[src/rtl/sprite_layer_mixer.sv]
// sprite_layer_mixer: priority sprite compositor over a background, two-stage pipeline, per-frame hit flags.
// Optional macro SPRITE_COLLISION_EN adds per-channel overlap-with-channel-0 flags on collide.
module sprite_layer_mixer #(
   parameter int NUM_SPR = 4,
   parameter int SPR_W = 28,
   parameter int SPR_H = 28,
   parameter logic [11:0] KEY_COLOR = 12'h000
) (
   input  logic                    clk_25m,
   input  logic                    rst_n,
   input  logic                    valid,
   input  logic [9:0]              hc,
   input  logic [9:0]              vc,
   input  logic                    frame_start,
   input  logic [NUM_SPR*10-1:0]   spr_x,
   input  logic [NUM_SPR*10-1:0]   spr_y,
   input  logic [NUM_SPR-1:0]      spr_en,
   output logic [NUM_SPR*17-1:0]   spr_addr,
   input  logic [NUM_SPR*12-1:0]   spr_data,
   input  logic [11:0]             bg_data,
   output logic [3:0]              vgaRed,
   output logic [3:0]              vgaGreen,
   output logic [3:0]              vgaBlue,
   output logic [NUM_SPR-1:0]      hit_mask,
   output logic [NUM_SPR-1:0]      collide
);
   logic [NUM_SPR*10-1:0] sh_x, sh_y;
   logic [NUM_SPR-1:0] sh_en, in0, in1, opq, acc;
   logic v1;
   logic [11:0] pix, rgb;
   always_ff @(posedge clk_25m or negedge rst_n)
      if (!rst_n) begin
         sh_x <= '0;
         sh_y <= '0;
         sh_en <= '0;
      end else if (frame_start) begin
         sh_x <= spr_x;
         sh_y <= spr_y;
         sh_en <= spr_en;
      end
   // 11-bit bounds so a sprite near 1023 never wraps back onto column/row 0
   for (genvar k = 0; k < NUM_SPR; k++) begin : g_ch
      logic [10:0] sx, sy, dx, dy;
      assign sx = {1'b0, sh_x[10*k +: 10]};
      assign sy = {1'b0, sh_y[10*k +: 10]};
      assign dx = {1'b0, hc} - sx;
      assign dy = {1'b0, vc} - sy;
      assign in0[k] = sh_en[k] && {1'b0, hc} >= sx && {1'b0, hc} < sx + 11'(SPR_W)
                      && {1'b0, vc} >= sy && {1'b0, vc} < sy + 11'(SPR_H);
      assign spr_addr[17*k +: 17] = in0[k] ? 17'(dx + SPR_W * dy) : '0;
      assign opq[k] = v1 && in1[k] && spr_data[12*k +: 12] != KEY_COLOR;
   end
   always_comb begin
      pix = bg_data;
      for (int i = NUM_SPR - 1; i >= 0; i--)
         if (opq[i]) pix = spr_data[12*i +: 12];
   end
   // opaque pixels seen on the frame_start cycle seed the new frame's accumulator
   always_ff @(posedge clk_25m or negedge rst_n)
      if (!rst_n) begin
         in1 <= '0;
         v1 <= 1'b0;
         rgb <= '0;
         acc <= '0;
         hit_mask <= '0;
      end else begin
         in1 <= in0;
         v1 <= valid;
         rgb <= v1 ? pix : '0;
         acc <= frame_start ? opq : acc | opq;
         if (frame_start) hit_mask <= acc;
      end
   assign vgaRed = rgb[11:8];
   assign vgaGreen = rgb[7:4];
   assign vgaBlue = rgb[3:0];
`ifdef SPRITE_COLLISION_EN
   logic [NUM_SPR-1:0] cacc, chit;
   assign chit = opq[0] ? (opq & ~NUM_SPR'(1)) : '0;
   always_ff @(posedge clk_25m or negedge rst_n)
      if (!rst_n) begin
         cacc <= '0;
         collide <= '0;
      end else begin
         cacc <= frame_start ? chit : cacc | chit;
         if (frame_start) collide <= cacc;
      end
`else
   assign collide = '0;
`endif
endmodule
[config.mk]
export PLATFORM = sky130hd
export DESIGN_NAME = sprite_layer_mixer
export DESIGN_NICKNAME = d
export VERILOG_FILES = /design/src/rtl/sprite_layer_mixer.sv
export SDC_FILE = /design/constraint.sdc
export NUM_CORES = 1
export LEC_CHECK = 0
export BUFFER_PORTS_ARGS = -buffer_cell sky130_fd_sc_hd__clkbuf_2
export CORE_ASPECT_RATIO = 1.75
export CORE_MARGIN = 2
export CORE_UTILIZATION = 52
export CTS_CLUSTER_DIAMETER = 40
export DETAILED_ROUTE_END_ITERATION = 6
export PLACE_DENSITY = 0.78
export SLEW_MARGIN = 20
export SYNTH_ARGS = -nofsm -noshare
export SYNTH_HDL_FRONTEND = slang
export SYNTH_SLANG_ARGS = --single-unit
[constraint.sdc]
create_clock -name clk_25m -period 9.47 [get_ports clk_25m]
set_input_delay 2.841 -clock clk_25m [delete_from_list [all_inputs] [get_ports clk_25m]]
set_output_delay 2.841 -clock clk_25m [all_outputs]
set_load 0.005 [all_outputs]
### Yosys cells after proc, flatten, opt, wreduce, memory -nomap -nowiden

Index checks and enable logic that the tools add are counted.

* add/sub/neg operators: 20
* multiply operators: 4
* magnitude comparators: 16
* multiplexer cells: 10
* bitwise logic cells: 1
* reduce and logical (&&, ||, !) cells: 28

Operators by type and width (count)
* $add A10 B5 Y11 const B: 8
* $lt A10 B11 Y1: 8
* $sub A10 B10 Y11: 8
* $ge A10 B10 Y1: 8
* $add A11 B16 Y17: 4
* $mux W17: 4
* $mux W12: 5
* $mul A3 B11 Y14 const A: 4
* $reduce_bool A12 Y1: 4
* $logic_and A1 B1 Y1: 24
* $mux W4: 1
* $or A4 B4 Y4: 1

* flip-flop bits (word level): 109
* logic and storage cells: 87

### Logic depth before layout (Yosys ltp)

Gate-level depths: netlist of run 1.

* depth after elaboration: 7
* gate-level depth with buffers: 23
* depth with buffers taken out: 23

### Worst setup path after synthesis of run 1

Ideal clock, no wire load.

* kind: input -> output
* start: in vc[0]
* end: out spr_addr[32]
* data arrival time: 7.065 ns
* slack: -0.436 ns
* stages on the path: 21
* path buffers: 0
* cell sequence: inv_1 ha_1 inv_1 fa_1 a21oi_1 o21bai_1 xor2_1 inv_1 fa_1 inv_1 ha_1 xor2_1 ha_1 nand3_1 o211ai_1 nor4_1 o41a_1 nor3_1 nand2_1 o21a_1 nor3_1

* longest elaborated chain between the ends: 4
* elaborated cells on any way between the ends: 8

RTL lines
* start: declaration: RTL line 13 `input logic [9:0] vc,`
* $sub A10 B10 Y11 or $ge A10 B10 Y1 (tied branches): RTL line 47, 49
* $mul A3 B11 Y14 or $logic_and A1 B1 Y1 (tied branches): RTL line 50, 49
* $add A11 B16 Y17 or $logic_and A1 B1 Y1 (tied branches): RTL line 50, 49
* $mux W17 (*): RTL line 50 `assign spr_addr[17*k +: 17] = in0[k] ? 17'(dx + SPR_W * dy) : '0;`
* end: declaration: RTL line 18 `output logic [NUM_SPR*17-1:0] spr_addr,`

Every way passes the cells marked *; elsewhere a longest branch is shown, timed or not.

### Worst setup path after layout of run 1

* start: in vc[0]
* end: out spr_addr[49]

The elaborated chain is that of the path after synthesis.

==> results of run 1 <==
metal layers:
metal / vias up / wire length [µm]
met5: - / 0
met4: 0 / 4770
met3: 278 / 2590
met2: 714 / 27900
met1: 7793 / 17500
li1: 7693 / -
logic make-up after synthesis:
logic type,count (synthesis)
AND/OR/NAND/NOR,522
AO/OA/AOI/OAI,519
adder cells (fa/ha/maj),288
buffers and inverters,203
XOR/XNOR,189
flip-flops,109
multiplexers,29
other,1
worst max-delay path, stage by stage:
cell	delay (ps)
clkbuf_16	140
inv_16	70
buf_4	120
ha_4	130
inv_1	60
fa_2	430
a21oi_4	190
o21ai_2	70
xor2_1	240
inv_1	120
fa_1	530
inv_2	50
ha_4	230
a211oi_2	210
nor2_1	90
o21a_1	190
nor2_2	150
xnor2_2	150
ha_4	240
a21o_1	150
a41o_1	240
nand3_2	110
nand2b_4	140
o21ai_1	60
nor3b_2	160
buf_2	150
synth_stat cells (all sizes together) (3+ instances only):
| library cell | count | area [µm²] |
|---|---|---|
| a2111oi | 4 | 47.6 |
| a211o | 10 | 87.6 |
| a211oi | 28 | 215 |
| a21o | 64 | 480 |
| a21oi | 116 | 584 |
| a221oi | 3 | 26.3 |
| a22oi | 3 | 22.5 |
| a31o | 3 | 26.3 |
| a31oi | 11 | 68.8 |
| a41o | 4 | 40.0 |
| and2 | 7 | 43.8 |
| and3 | 7 | 43.8 |
| buf | 11 | 68.8 |
| clkbuf | 28 | 105 |
| dfrtp | 109 | 2730 |
| fa | 32 | 641 |
| ha | 256 | 3200 |
| inv | 164 | 616 |
| mux2 | 16 | 180 |
| mux2i | 13 | 130 |
| nand2 | 162 | 608 |
| nand2b | 22 | 138 |
| nand3 | 36 | 180 |
| nand3b | 3 | 22.5 |
| nand4 | 11 | 68.8 |
| nor2 | 159 | 597 |
| nor2b | 10 | 65.1 |
| nor3 | 47 | 235 |
| nor3b | 10 | 75.1 |
| nor4 | 24 | 163 |
| o2111ai | 3 | 26.3 |
| o211a | 13 | 130 |
| o211ai | 27 | 203 |
| o21a | 24 | 180 |
| o21ai | 146 | 731 |
| o21bai | 26 | 195 |
| o31a | 3 | 26.3 |
| o31ai | 6 | 50.1 |
| o41ai | 3 | 26.3 |
| or2 | 6 | 37.5 |
| or3 | 8 | 50.1 |
| xnor2 | 138 | 1210 |
| xor2 | 51 | 447 |
how the worst max path moves through the flow:
stage | slack [ps] | cells past startpoint | end
finish | -610 | 26 | spr_addr[49]
global route | -750 | 24 | spr_addr[32]
CTS | -390 | 22 | spr_addr[32]
detailed placement | -750 | 22 | spr_addr[67]
global placement | -600 | 21 | spr_addr[49]
floorplan | -160 | 22 | spr_addr[32]
cell type report:
type | instances | share of cell area (%)
diodes | 2 | 0.0238
clock buffers | 9 | 1.07
clock inverters | 7 | 0.405
inverters | 164 | 3.01
multi-input cells | 1551 | 62.6
flip-flops and latches | 109 | 13.0
well taps | 378 | 2.25
repair buffers | 563 | 17.7
state kept, by name, summed over array words and instances (netlist names):
signal / flops
rgb: 12
sh_y: 40
acc: 4
sh_x: 40
sh_en: 4
in1: 4
v1: 1
hit_mask: 4
placed cells by master (no fill, tap or decap), types with 18 or more instances in the layout:
cell / count
nand2b_1: 21
clkbuf_2: 222
buf_2: 25
nor3_1: 37
o21bai_1: 26
buf_4: 297
fa_1: 24
o21ai_1: 18
a21oi_2: 27
ha_4: 30
a21oi_1: 84
a21o_1: 63
nor4_1: 18
nor2_1: 139
nand2_1: 156
xor2_1: 39
ha_1: 211
o21ai_0: 113
xnor2_2: 24
nand3_1: 33
dfrtp_1: 109
inv_1: 147
xnor2_1: 111
o21a_1: 23
o211ai_1: 27
through the flow:
step / utilization (%) / hold slack (ps) / setup TNS, ps / total power [W] / instances
finish: 73.3 / 485 / -11490 / 0.00976 / 2783
global route: 73.3 / 499 / -17370 / 0.0105 / 2783
global placement: 66.1 / 453 / -13990 / 0.00719 / 2719
floorplan: - / 444 / -309 / 0.00472 / 1863
detailed placement: 66.1 / 472 / -17910 / 0.00738 / 2719
CTS: 70.5 / 487 / -7720 / 0.00869 / 2761
power by group:
| part | internal [W] | total [W] | leakage [nW] | switching [W] |
|---|---|---|---|---|
| Combinational | 0.00465 | 0.00881 | 8.87 | 0.00416 |
| Clock | 0.000212 | 0.000420 | 0.154 | 0.000207 |
| Sequential | 0.000506 | 0.000536 | 1.35 | 0.0000300 |
| Total | 0.00537 | 0.00976 | 10.4 | 0.00439 |
timing repair:
item,in CTS,in global routing
pin swaps,100,143
setup buffers,27,22
gates resized for setup,154,160
endpoints found under the setup margin,38,37
==> results_dict.tcl, run 1 <==
set metrics [dict create \
    cts-root-buf "clkbuf_16" \
    dr_total_vias 16500 \
    fmax_ghz 0.0992 \
    synth_flop_cell "dfrtp_1" \
    placed_area_um2 18900 \
    synth-seq-cells 109 \
    p_per_area_nw_per_um2 465 \
    yosysUniqueCellTypes 82 \
    cts.reportedPaths.clkPinSlew_ps 70 \
    cts_buffer_depth 2 \
    rows 82 \
    max_slew_margin_pct 26.1 \
    critPathMaxFanout 4 \
    fill_cells 2038 \
    reg2reg_from "sh_y[2]$_DFFE_PN0P_" \
    antenna_found_initial 2 \
    arrival_ps 7240 \
    grt_pass1_wl_um 79800 \
    hold_end "acc[3]$_DFF_PN0_" \
    timing.rr.end "in1[0]$_DFF_PN0_" \
    synth_compound_area_share_pct 22.3 \
    synth_adder_area_share_pct 25.4 \
    finalHoldViolations 0 \
    rsz0062_at_grt "true" \
    dp_hpwl_um 39600 \
    final_area_um2 21000 \
    min_path_cells 1 \
    finClkSkew_ps 14.4 \
    layout-drive-gt1-share_pct 35.5 \
    synth_top_family_by_area "adder cells" \
    clk_latency_ps 390 \
    die_h_um 230 \
    synth_cells 1860 \
    critPathLaunch "vc[0]" \
    top_usage_layer "met2" \
    syn_area_per_cell_um2 8.13 \
    gr-total-overflow 0 \
    yosys-mux-area-fraction_pct 2.05 \
    dpl_worst_slack_ps -754 \
    start_util_pct 52.8 \
    critPathCaptureType "primary output" \
    numPortBuffers 251 \
    drt-total-wl_um 52800 \
    fin_nets 2854 \
    dr.first_iter.drc_count 1076 \
    leakage_nw 10.4 \
    via_per_inst 5.92 \
    die_area_um2 30500 \
    failed_checks "DRC, setup timing" \
    max_cap_violations 0 \
    ys_warn_count 0 \
    gp_congestion 0.964 \
    grt_max_degree 83 \
    cts_tree "done" \
    worstMarginPinSlew_ps 1110 \
    reg2reg_slack_ps 5970 \
    setup_viol 33 \
    post-route-drc-count 7 \
    clock-sinks 109 \
    use_met3_pct 4.56 \
    holdBufCountCts 0 \
    io_pins 256 \
    syn_area_um2 15100 \
    min_period_over_period_pct 106 \
    grt.total_usage_pct 32.6 \
    first_pass_iters 7 \
    rr_worst_depth 13 \
    critPathKind "input pin to primary output" \
    synthSimpleGateAreaFrac_pct 16.0 \
    wire_per_inst_um 19.0 \
    htree_levels 3 \
    core-area_um2 28600 \
    ys_seq_area_share_pct 18.0 \
    slew_viol_final 0 \
    die_x_um 133 \
    multiInputGateArea_um2 13100 \
    worst_ir_drop_vdd_mv 0.658 \
    synthXorXnorAreaFrac_pct 10.9 \
    regArea_um2 2730 \
    hp-class "register to register" \
    synth_edf_count 0 \
    grt_use_met1_pct 30.6 \
    fin_ws_ps -610 \
    start_kind "input pin" \
    ant_nets 0 \
    crit_required_ps 6630 \
    grt_pass1_vias 16800 \
    grt_use_met2_pct 61.9 \
    synth-async-reset-ratio_pct 100 \
    cts_buffers 9 \
    min_from "acc[3]$_DFF_PN0_" \
    finalCriticalPeriod_ps 10080 \
    outcome "complete, but fails checks" \
    syn_to_final_growth_pct 38.7 \
]
Power figures use the tool's default switching activity.
==> inputs of run 2 (changes only) <==
--- a/config.mk
+++ b/config.mk
@@ -6,9 +6,9 @@
 export NUM_CORES = 1
 export LEC_CHECK = 0
 export BUFFER_PORTS_ARGS = -buffer_cell sky130_fd_sc_hd__clkbuf_2
-export CORE_ASPECT_RATIO = 1.75
 export CORE_MARGIN = 2
 export CORE_UTILIZATION = 52
+export CTS_BUF_LIST = sky130_fd_sc_hd__clkbuf_16
 export CTS_CLUSTER_DIAMETER = 40
 export DETAILED_ROUTE_END_ITERATION = 6
 export PLACE_DENSITY = 0.78
@@ -16,3 +16,4 @@
 export SYNTH_ARGS = -nofsm -noshare
 export SYNTH_HDL_FRONTEND = slang
 export SYNTH_SLANG_ARGS = --single-unit
+export TNS_END_PERCENT = 30
==> results_dict.tcl, run 2 (synthesis gave the netlist of run 1 again) <==
set metrics [dict create \
    outcome "complete, but fails checks" \
    failed_checks "setup timing" \
    clk_latency_ps 370 \
    min_path_cells 1 \
    gp_congestion 0.986 \
    hold_end "acc[1]$_DFF_PN0_" \
    critPathMaxFanout 3 \
    gr-total-overflow 0 \
    core-area_um2 28700 \
    drt-total-wl_um 48600 \
    max_cap_violations 0 \
    finalHoldViolations 0 \
    numPortBuffers 251 \
    dr_total_vias 16000 \
    layout-drive-gt1-share_pct 32.9 \
    rsz0062_at_grt "true" \
    min_period_over_period_pct 106 \
    critPathCaptureType "primary output" \
    cts_buffer_depth 2 \
    critPathTopFamily "adder cells" \
    most-common-layout-cells "buf_4, clkbuf_2, ha_1" \
    syn_to_final_growth_pct 35.5 \
    worstMarginPinSlew_ps 1000 \
    regArea_um2 2730 \
    dp_hpwl_um 36900 \
    crit_required_ps 6630 \
    arrival_ps 7200 \
    fin_tns_setup_ps -10880 \
    dr.first_iter.drc_count 911 \
    cts.reportedPaths.clkPinSlew_ps 80 \
    start_util_pct 52.7 \
    fin_ws_ps -573 \
    io_pins 256 \
    reg2reg_from "sh_y[21]$_DFFE_PN0P_" \
    cts_tree "done" \
    rr_worst_depth 17 \
    fmax_ghz 0.0996 \
    fin_nets 2843 \
    die_area_um2 30500 \
    final_area_um2 20500 \
    rows 62 \
    via_per_inst 5.74 \
    grt_pass1_vias 16200 \
    multiInputGateArea_um2 12800 \
    finalCriticalPeriod_ps 10040 \
    cp_slowest_cell "fa_1" \
    cts_buffers 9 \
    antenna_found_initial 3 \
    grt_pass1_wl_um 75700 \
    wire_per_inst_um 17.5 \
    reg_top3 "sh_x x40, sh_y x40, rgb x12" \
    post-route-drc-count 0 \
    cts-root-buf "clkbuf_16" \
    hp-class "register to register" \
    die_x_um 175 \
    htree_levels 3 \
    utilization_pct 71.4 \
    holdBufCountCts 0 \
    start_kind "input pin" \
    min_from "acc[1]$_DFF_PN0_" \
    critPathKind "input pin to primary output" \
    ant_nets 0 \
    p_per_area_nw_per_um2 442 \
    critPathBufInv 9 \
    worst_ir_drop_vdd_mv 0.909 \
    die_h_um 175 \
    layout_commonest_cell "buf_4" \
    grt.total_usage_pct 30.4 \
    setup_viol 36 \
    timing.rr.end "in1[2]$_DFF_PN0_" \
    finClkSkew_ps 11.5 \
    reg2reg_slack_ps 5700 \
    holdWs_ps 490 \
    grt_max_degree 102 \
    max_slew_margin_pct 33.1 \
    placed_area_um2 18800 \
    slew_viol_final 0 \
    leakage_nw 10.2 \
    fill_cells 2190 \
    critPathMaxStageDelay_ps 510 \
    clock-sinks 109 \
    first_pass_iters 5 \
]
[run 2: changes by cell type in the layout (fill, tap and decap cells not counted), moves of 6 or more]
| cell | change |
|---|---|
| inv_2 | -6 |
| ha_1 | +10 |
| ha_2 | -8 |
| buf_2 | -13 |
| xnor2_1 | +9 |
| xnor2_2 | -8 |
| clkbuf_2 | +12 |
| inv_1 | +6 |
| buf_6 | -8 |
| nor2_1 | +9 |
[run 2: worst max-delay path by stage]
stage / from / cells after the start / end
after global routing: vc[0] / 27 / spr_addr[48]
after detailed placement: vc[1] / 22 / spr_addr[32]
after global placement: vc[0] / 23 / spr_addr[49]
final: vc[0] / 25 / spr_addr[45]
after CTS: vc[1] / 22 / spr_addr[32]
after floorplan: vc[0] / 22 / spr_addr[32]
[run 2: area by class of cell]
cell class,count,share of cell area (%)
clock buffer,9,1.10
tap,384,2.34
sequential,109,13.3
clock inverter,7,0.403
inverter,164,3.08
timing repair buffer,552,17.5
multi-input combinational,1551,62.2
antenna,3,0.0366
[run 2: stage by stage]
step / cells / setup slack, ps / total power, W
floorplan: 1863 / -163 / 0.00469
global placement: 2715 / -513 / 0.00702
detailed placement: 2715 / -647 / 0.00723
CTS: 2757 / -483 / 0.00831
global route: 2779 / -772 / 0.00983
finish: 2779 / -573 / 0.00906
[run 2: power by group]
part	internal (W)	switching (W)	total (W)
sequential	0.000506	0.0000298	0.000536
clock	0.000212	0.000210	0.000423
combinational	0.00431	0.00379	0.00810
total	0.00503	0.00403	0.00906
[run 2: metal layers]
| layer | vias up | GRT usage (%) | routed length, µm |
|---|---|---|---|
| li1 | 7660 | - | - |
| met1 | 7522 | 36.0 | 19700 |
| met2 | 611 | 53.2 | 23500 |
| met3 | 162 | 3.94 | 2730 |
| met4 | 0 | 17.3 | 2700 |
| met5 | - | 0 | 0 |
[run 2: what timing repair did]
item | CTS | global route
setup endpoints to repair | 37 | 38
buffers inserted | 27 | 19
gates resized for setup | 126 | 99
pin swaps | 86 | 68
==> inputs of run 3 (changes only) <==
--- a/config.mk
+++ b/config.mk
@@ -11,7 +11,8 @@
 export CTS_BUF_LIST = sky130_fd_sc_hd__clkbuf_16
 export CTS_CLUSTER_DIAMETER = 40
 export DETAILED_ROUTE_END_ITERATION = 6
-export PLACE_DENSITY = 0.78
+export PLACE_DENSITY = 0.75
+export SETUP_SLACK_MARGIN = 0.2
 export SLEW_MARGIN = 20
 export SYNTH_ARGS = -nofsm -noshare
 export SYNTH_HDL_FRONTEND = slang
==> constraint.sdc (replaced) <==
create_clock -name clk_25m -period 11.41 [get_ports clk_25m]
set_input_delay 3.423 -clock clk_25m [delete_from_list [all_inputs] [get_ports clk_25m]]
set_output_delay 3.423 -clock clk_25m [all_outputs]
set_load 0.005 [all_outputs]
==> results_dict.tcl, run 3 (synthesis gave the netlist of run 1 again) <==
set metrics [dict create \
    cts-root-buf "clkbuf_16" \
    grt_pass1_vias 14500 \
    max_cap_violations 0 \
    fill_cells 2399 \
    leakage_nw 9.31 \
    cp_slowest_cell "or4bb_4" \
    worstMarginPinSlew_ps 870 \
    first_pass_iters 6 \
    layout_commonest_cell "clkbuf_2" \
    dp_hpwl_um 34600 \
    grt_max_degree 88 \
    cp_cell_sequence "clkbuf_2 > ha_1 > and2_1 > a221oi_2 > nand2_2 > a21o_1 > a21oi_1 > xnor2_1 > xor2_1 > ha_1 > ha_2 > a21oi_2 > o211ai_1 > nand3_1 > a21oi_1 > a211oi_2 > or4bb_4 > buf_6 > nor4_4 > buf_2" \
    min_period_over_period_pct 99.7 \
    arrival_ps 7950 \
    ant_nets 0 \
    start_kind "input pin" \
    antenna_cells 0 \
    die_area_um2 30500 \
    power_switching_w 0.00305 \
    finalCriticalPeriod_ps 11380 \
    fmax_ghz 0.0879 \
    io_pins 256 \
    pwr-share-comb_pct 87.5 \
    worst_ir_drop_vdd_mv 0.454 \
    swShare_pct 46.8 \
    p_per_area_nw_per_um2 343 \
    wire_per_inst_um 17.6 \
    placed_area_um2 17200 \
    p_seq_share_pct 6.8 \
    cts_buffers 9 \
    slew_viol_final 0 \
    syn_to_final_growth_pct 25.7 \
    via_per_inst 5.81 \
    critPathMaxStageDelay_ps 600 \
    dr_total_vias 15100 \
    finalHoldViolations 0 \
    grt_pass1_wl_um 69400 \
    dr.first_iter.drc_count 943 \
    reg_top3 "sh_x x40, sh_y x40, rgb x12" \
    rows 62 \
    gr-total-overflow 0 \
    outcome "completed" \
    drt-total-wl_um 45500 \
    die_x_um 175 \
    start_util_pct 52.7 \
    cts_tree "done" \
    cts_buffer_depth 2 \
    die_h_um 175 \
    htree_levels 3 \
    clock-sinks 109 \
    antenna_found_initial 0 \
    setup_viol 0 \
    grt.total_usage_pct 28.1 \
    crit_required_ps 7990 \
    layout-drive-gt1-share_pct 26.3 \
    critPathBufInv 3 \
    post-route-drc-count 0 \
    fin_nets 2656 \
    core-area_um2 28700 \
    max_slew_margin_pct 41.8 \
    cts.reportedPaths.clkPinSlew_ps 90 \
    gp_congestion 0.947 \
    rsz0062_at_grt "true" \
    critPathTopFamily "compound AO/OA/AOI/OAI gates" \
    final_area_um2 19000 \
    hp-class "register to register" \
    critPathCaptureType "primary output" \
    power_frac_clock_pct 5.7 \
    critPathMaxFanout 4 \
    power_w 0.00652 \
    clk_latency_ps 380 \
    most-common-layout-cells "clkbuf_2, ha_1, nand2_1" \
    critPathKind "input pin to primary output" \
    p_int_w 0.00347 \
    numPortBuffers 251 \
    finClkSkew_ps 11.0 \
]
run 3: cell types whose count changed in the layout (fill, tap and decap cells not counted), sizes merged:
cell	delta
clkinv	+4
buf	-184
bufinv	+1
diode	-3
inv	-5
clkbuf	-3
run 3: worst register-to-register path: cells and delay by family, from the launching register on:
| family | cells | cell delay [ps] |
|---|---|---|
| AND/OR/NAND/NOR | 2 | 360 |
| flip-flops | 1 | 360 |
| AO/OA/AOI/OAI | 5 | 1500 |
| buffers and inverters | 4 | 590 |
| adder cells (fa/ha/maj) | 1 | 230 |
run 3: per-layer routing:
layer | track usage [%] | share of wire (%) | vias to the layer above
met5 | 0 | 0 | -
met4 | 13.1 | 4.8 | 0
met3 | 3.28 | 5.6 | 129
met2 | 49.7 | 49 | 546
met1 | 34.1 | 41 | 7086
li1 | - | - | 7292
run 3: power groups by stage:
stage | Combinational [W] | Sequential (W) | Clock, W
after floorplan | 0.00334 | 0.000445 | 0
after global placement | 0.00428 | 0.000449 | 0
after detailed placement | 0.00439 | 0.000450 | 0
after CTS | 0.00469 | 0.000443 | 0.000374
after global routing | 0.00626 | 0.000448 | 0.000386
final | 0.00570 | 0.000444 | 0.000370
run 3: stage by stage:
step	setup TNS, ps	cells	setup slack [ps]	util (%)	hold WS, ps
global route	-471	2589	-156	66.2	519
CTS	0	2558	180	62.7	484
floorplan	0	1863	340	-	444
global placement	-97.4	2526	-53.7	60.0	456
detailed placement	-1090	2526	-206	60.0	465
finish	0	2589	34.3	66.2	481
run 3: what timing repair did:
| item | in CTS | in global routing |
|---|---|---|
| endpoints found under the setup margin | 26 | 28 |
| hold buffers | 0 | 0 |
| pin swaps | 28 | 102 |
| buffers inserted | 16 | 31 |
| resized for setup | 71 | 177 |
run 3: path summary, 6_finish.rpt:
check	startpoint	endpoint	slack (ps)	cells past startpoint
max	vc[4]	spr_addr[33]	30	20
min	acc[2]$_DFF_PN0_	acc[2]$_DFF_PN0_	480	1
max reg2reg	sh_y[11]$_DFFE_PN0P_	in1[1]$_DFF_PN0_	8300	12
min reg2reg	acc[2]$_DFF_PN0_	acc[2]$_DFF_PN0_	480	1
max in group asynchronous	rst_n	sh_y[29]$_DFFE_PN0P_	7060	2
min in group asynchronous	rst_n	sh_x[10]$_DFFE_PN0P_	3060	1
run 3: cell type report:
type | count | area, µm² | share of cell area, %
timing repair buffer | 365 | 2200 | 11.6
tap | 384 | 480 | 2.53
sequential | 109 | 2730 | 14.3
clock inverter | 7 | 114 | 0.599
inverter | 164 | 631 | 3.32
clock buffer | 9 | 225 | 1.18
multi-input combinational | 1551 | 12600 | 66.5
